### config.mk
export PLATFORM = sky130hd
export DESIGN_NAME = cov_accum
export DESIGN_NICKNAME = d
export VERILOG_FILES = /design/src/rtl/cov_accum.sv
export SDC_FILE = /design/constraint.sdc
export NUM_CORES = 2
export LEC_CHECK = 0
export ABC_CLOCK_PERIOD_IN_PS = 4250
export CORE_AREA = 2 2 412 414
export CTS_CLUSTER_SIZE = 24
export DETAILED_ROUTE_END_ITERATION = 7
export DIE_AREA = 0 0 414 416
export PLACE_DENSITY = 0.76
export SLEW_MARGIN = 25
export SYNTH_ARGS = -nofsm -noshare
export SYNTH_HDL_FRONTEND = slang
export SYNTH_SLANG_ARGS = --single-unit
### constraint.sdc
create_clock -name aclk -period 4.25 [get_ports aclk]
set_input_delay 0.85 -clock aclk [delete_from_list [all_inputs] [get_ports aclk]]
set_output_delay 0.85 -clock aclk [all_outputs]
set_load 0.03 [all_outputs]
### src/rtl/cov_accum.sv
// Per-lane covariance integrator: sums 2^LOG2_N product vectors and emits
// their floor-rounded mean as one snapshot per frame on a valid/ready port.
`timescale 1ns/1ps

module cov_accum #(
    parameter int LANES  = 16,
    parameter int DW     = 32,
    parameter int LOG2_N = 10
) (
    input  logic                  aclk,
    input  logic                  aresetn,
    input  logic                  clr,
    input  logic [LANES*DW-1:0]   axis_di0,
    input  logic                  axis_vi0,
    output logic                  axis_ri0,
    output logic [LANES*DW-1:0]   axis_do0,
    output logic                  axis_vo0,
    input  logic                  axis_ro0,
    output logic [15:0]           frame_cnt
);

    localparam int AW = DW + LOG2_N;

    // Handshake: a beat transfers on a rising edge where valid && ready.
    // Valid never waits on ready; once raised, valid and data hold until the
    // beat transfers. Ready here drops only when the closing sample of a frame
    // would overwrite a result the consumer has not yet taken.

    logic [LOG2_N-1:0]      cnt_q,  cnt_d;
    logic signed [AW-1:0]   acc_q  [LANES];
    logic signed [AW-1:0]   acc_d  [LANES];
    logic signed [AW-1:0]   sum    [LANES];
    logic [LANES*DW-1:0]    dout_q, dout_d;
    logic [LANES*DW-1:0]    mean_v;
    logic                   vo_q,   vo_d;
    logic [15:0]            fcnt_q, fcnt_d;
    logic                   last;
    logic                   take;

    assign last     = (cnt_q == {LOG2_N{1'b1}});
    assign axis_ri0 = !(last && vo_q && !axis_ro0);
    assign take     = axis_vi0 && axis_ri0 && !clr;

    assign axis_do0  = dout_q;
    assign axis_vo0  = vo_q;
    assign frame_cnt = fcnt_q;

    // The top DW bits of the widened sum are exactly (sum >>> LOG2_N)
    // truncated to DW, i.e. the floor-rounded mean.
    always_comb begin
        for (int k = 0; k < LANES; k++) begin
            sum[k] = acc_q[k] + {{LOG2_N{axis_di0[k*DW+DW-1]}}, axis_di0[k*DW +: DW]};
            mean_v[k*DW +: DW] = sum[k][LOG2_N +: DW];
        end
    end

    always_comb begin
        cnt_d  = cnt_q;
        acc_d  = acc_q;
        dout_d = dout_q;
        vo_d   = vo_q;
        fcnt_d = fcnt_q;

        if (vo_q && axis_ro0) begin
            vo_d = 1'b0;
        end

        if (clr) begin
            cnt_d = '0;
            for (int k = 0; k < LANES; k++) begin
                acc_d[k] = '0;
            end
        end else if (take) begin
            if (last) begin
                cnt_d  = '0;
                for (int k = 0; k < LANES; k++) begin
                    acc_d[k] = '0;
                end
                dout_d = mean_v;
                vo_d   = 1'b1;
                fcnt_d = fcnt_q + 16'd1;
            end else begin
                cnt_d = cnt_q + 1'b1;
                acc_d = sum;
            end
        end
    end

    always_ff @(posedge aclk or negedge aresetn) begin
        if (!aresetn) begin
            cnt_q  <= '0;
            dout_q <= '0;
            vo_q   <= 1'b0;
            fcnt_q <= '0;
            for (int k = 0; k < LANES; k++) begin
                acc_q[k] <= '0;
            end
        end else begin
            cnt_q  <= cnt_d;
            dout_q <= dout_d;
            vo_q   <= vo_d;
            fcnt_q <= fcnt_d;
            for (int k = 0; k < LANES; k++) begin
                acc_q[k] <= acc_d[k];
            end
        end
    end

endmodule

==> flow_metrics.env <==
export IMPL_outcome="finished clean"
export IMPL_crit_arrival_ns=3.15
export IMPL_max_freq_mhz=250
export IMPL_leakage_nw=48.8
export IMPL_async_reset_ff_share_pct=100
export IMPL_clk_latency_ns=0.82
export IMPL_reg2regPathDepth=12
export IMPL_peakVddDrop_mv=0.419
export IMPL_period_minus_slack_ns=4.00
export IMPL_grt_max_degree=136
export IMPL_synth_cell_types=104
export IMPL_cap_viol_max_count=0
export IMPL_synthTopCellsByArea="dfrtp_1 (38%), ha_1 (10%), nand2_1 (8.1%), a22o_1 (4.9%), a21oi_1 (4.3%)"
export IMPL_combPwrFrac_pct=37.0
export IMPL_cp_num_cells=6
export IMPL_drtIter0Drc=5683
export IMPL_crit_path_end_kind="output pin"
export IMPL_slowest_delay_ns=0.80
export IMPL_synth_area_leader_cell="dfrtp_1"
export IMPL_dp_cells=12200
export IMPL_stdcell_count=12500
export IMPL_syn_area_mm2=0.0796
export IMPL_cp_max_fo=5
export IMPL_die_h_um=416
export IMPL_firstDrtPassIters=7
export IMPL_clk_pin_slew_ns=0.06
export IMPL_cts_hold_buf=1
export IMPL_p_seq_share_pct=31.7
export IMPL_root_buffer="clkbuf_16"
export IMPL_cp_num_buf_inv=1
export IMPL_ioPinCount=1047
export IMPL_via_per_inst=5.91
export IMPL_cts_max_level=4
export IMPL_hold_slack_ns=0.463
export IMPL_syn_to_final_growth_pct=25.6
export IMPL_power_density_mw_per_mm2=420
export IMPL_via_count=73800
export IMPL_drc=0
export IMPL_synth_fp_nets=10100
export IMPL_antenna_found_initial=75
export IMPL_grt_pass1_vias=73800
export IMPL_ys_warn_count=0
export IMPL_cts_buffer_depth=3
export IMPL_final_cell_mix="nand2_1 (1725), dfrtp_1 (1211), clkdlybuf4s50_1 (1045)"
export IMPL_drv_slew=0
export IMPL_gp_congestion=0.991
export IMPL_cpLargestDelayFamily="simple AND/OR/NAND/NOR gates"
export IMPL_hold_depth=2
export IMPL_use_met1_pct=38.5
export IMPL_maxSlewHeadroom_pct=45.5
export IMPL_netlist_instances=8919
export IMPL_setup_violations=0
export IMPL_tritoncts="yes"
export IMPL_use_met2_pct=52.4
export IMPL_overflow=0
export IMPL_start_util_pct=47.4
export IMPL_ys_seq_elements=1211
export IMPL_worstPathRequired_ns=3.40
export IMPL_fp_row_count=151
export IMPL_min_path_type="flip-flop to flip-flop"
export IMPL_numCtsBuffers=146
export IMPL_nets=11300
export IMPL_p_clk_share_pct=31.3
export IMPL_drtAntennaViolNets=0
export IMPL_wl_per_cell_um=22.7
export IMPL_synth_seq_area_share_pct=38.1
export IMPL_power_internal_w=0.0272
export IMPL_core_area_mm2=0.168
export IMPL_postCtsSetupRepairBufs=0
export IMPL_finalCritPeriodShare_pct=94.1
export IMPL_synth_edf_count=0
export IMPL_slowest_stage="clkdlybuf4s50_1"
export IMPL_dp_hpwl_mm=218
export IMPL_p_switching_w=0.0149
export IMPL_finalClockSkew_ns=0.0356
export IMPL_wl_mm=284
export IMPL_io_buffers=1046
export IMPL_top_usage_layer="met2"
export IMPL_critPathKind="flip-flop to output pin"
export IMPL_gr_usage_met3_pct=7.58
export IMPL_die_x_um=414
export IMPL_gr_usage_all_layers_pct=32.2
export IMPL_worstPathCellList="ha_1, and3_1, nand3_1, nor2_1, nand2_1, clkdlybuf4s50_1"
export IMPL_post_cts_resized=0
export IMPL_final_common_cell="nand2_1"
export IMPL_synth_ff_type="dfrtp_1"
export IMPL_synth_top_area_share_pct=38.1
export IMPL_die_area_mm2=0.172
export IMPL_swShare_pct=35.4
export IMPL_start_kind="flip-flop"
export IMPL_final_hold_viol_count=0
export IMPL_drive_above_1_share_pct=8.66
export IMPL_worst_slew_pin_slew_ns=0.818
export IMPL_clock_sinks=1211
export IMPL_synth_area_per_cell_um2=8.93
export IMPL_rsz0062_at_grt="false"
export IMPL_grt_pass1_wl_mm=437
## worst min-delay path: cells and delay by family, from the launching register on
| family | cells | cell delay, ns |
|---|---|---|
| flip-flops | 1 | 0.34 |
| AND/OR/NAND/NOR | 2 | 0.09 |
## routing by layer
metal  vias up  wire (um)
li1      34700          -
met1     35900     113000
met2      2459     132000
met3       662      18700
met4        58      18600
met5         -        376
## metrics by stage
stage          power (W)  cell area, um2  utilization, %  setup WS, ns  setup TNS (ns)
6_report          0.0421          100000            59.5         0.251               0
5_1_grt           0.0444          100000            59.5        0.0727               0
4_1_cts           0.0421           99900            59.4         0.197               0
3_5_place_dp      0.0287           94900            56.4        -0.197           -2.19
3_3_place_gp      0.0285           94900            56.4        -0.160           -1.46
2_1_floorplan     0.0239           79600               -         0.489               0
## synthesized netlist by cell type (all sizes together), types with 21 or more instances
cell    number
o21ai      667
o21bai     127
o22ai       21
a21oi      691
mux2        99
a31oi       70
nor2b       55
a21boi      27
a221o       23
buf         26
nand4      164
and2        33
o211ai      36
ha         658
or3         35
nor4        22
inv        160
nor3        69
o31ai       50
nor2       354
o21a        68
and3        57
nand3      111
a211oi      81
a221oi      33
xor2       253
a22o       450
xnor2      389
clkbuf     424
a21o       384
dfrtp     1211
nand2     1725
nand2b      53
## cell families (layout without fill, tap and decap cells)
group	count (synthesis)	in the layout	share of synthesized area (%)
simple gates	2744	2744	14.9
buf+inv	610	1910	2.89
fa+ha+maj	674	674	10.7
other cells	0	43	0
xor+xnor	643	643	7.09
mux	118	118	1.67
flops	1211	1211	38.1
compound gates	2919	2919	24.7
## power groups by stage
stage	registers (W)	clock network [W]	logic, W
6_report	0.0133	0.0132	0.0156
5_1_grt	0.0134	0.0138	0.0171
4_1_cts	0.0133	0.0134	0.0154
3_5_place_dp	0.0135	0	0.0153
3_3_place_gp	0.0134	0	0.0150
2_1_floorplan	0.0133	0	0.0106
## flip-flops by register name (all words and copies together) (netlist names)
register and flops:
frame_cnt 16, axis_do0 512, cnt_q 10, axis_vo0 1, acc_q 672
## worst paths after layout
| path | endpoint | start | slack (ns) |
|---|---|---|---|
| max in group asynchronous | acc_q[173] | aresetn | 2.36 |
| min reg2reg | axis_do0[474] | axis_do0[474] | 0.46 |
| max reg2reg | axis_do0[346] | acc_q[210] | 0.68 |
| max | axis_ri0 | cnt_q[0] | 0.25 |
| min | axis_do0[474] | axis_do0[474] | 0.46 |
| min in group asynchronous | acc_q[588] | aresetn | 0.61 |
## cell type report
cell class	instances	area [um2]
Tap cell	2218	2780
Clock buffer	203	4350
Multi-Input combinational cell	7098	47100
Inverter	160	601
Sequential cell	1211	30300
Antenna cell	43	108
Fill cell	14600	68100
Clock inverter	56	664
Timing Repair Buffer	1491	14100
Power figures use the tool's default switching activity.
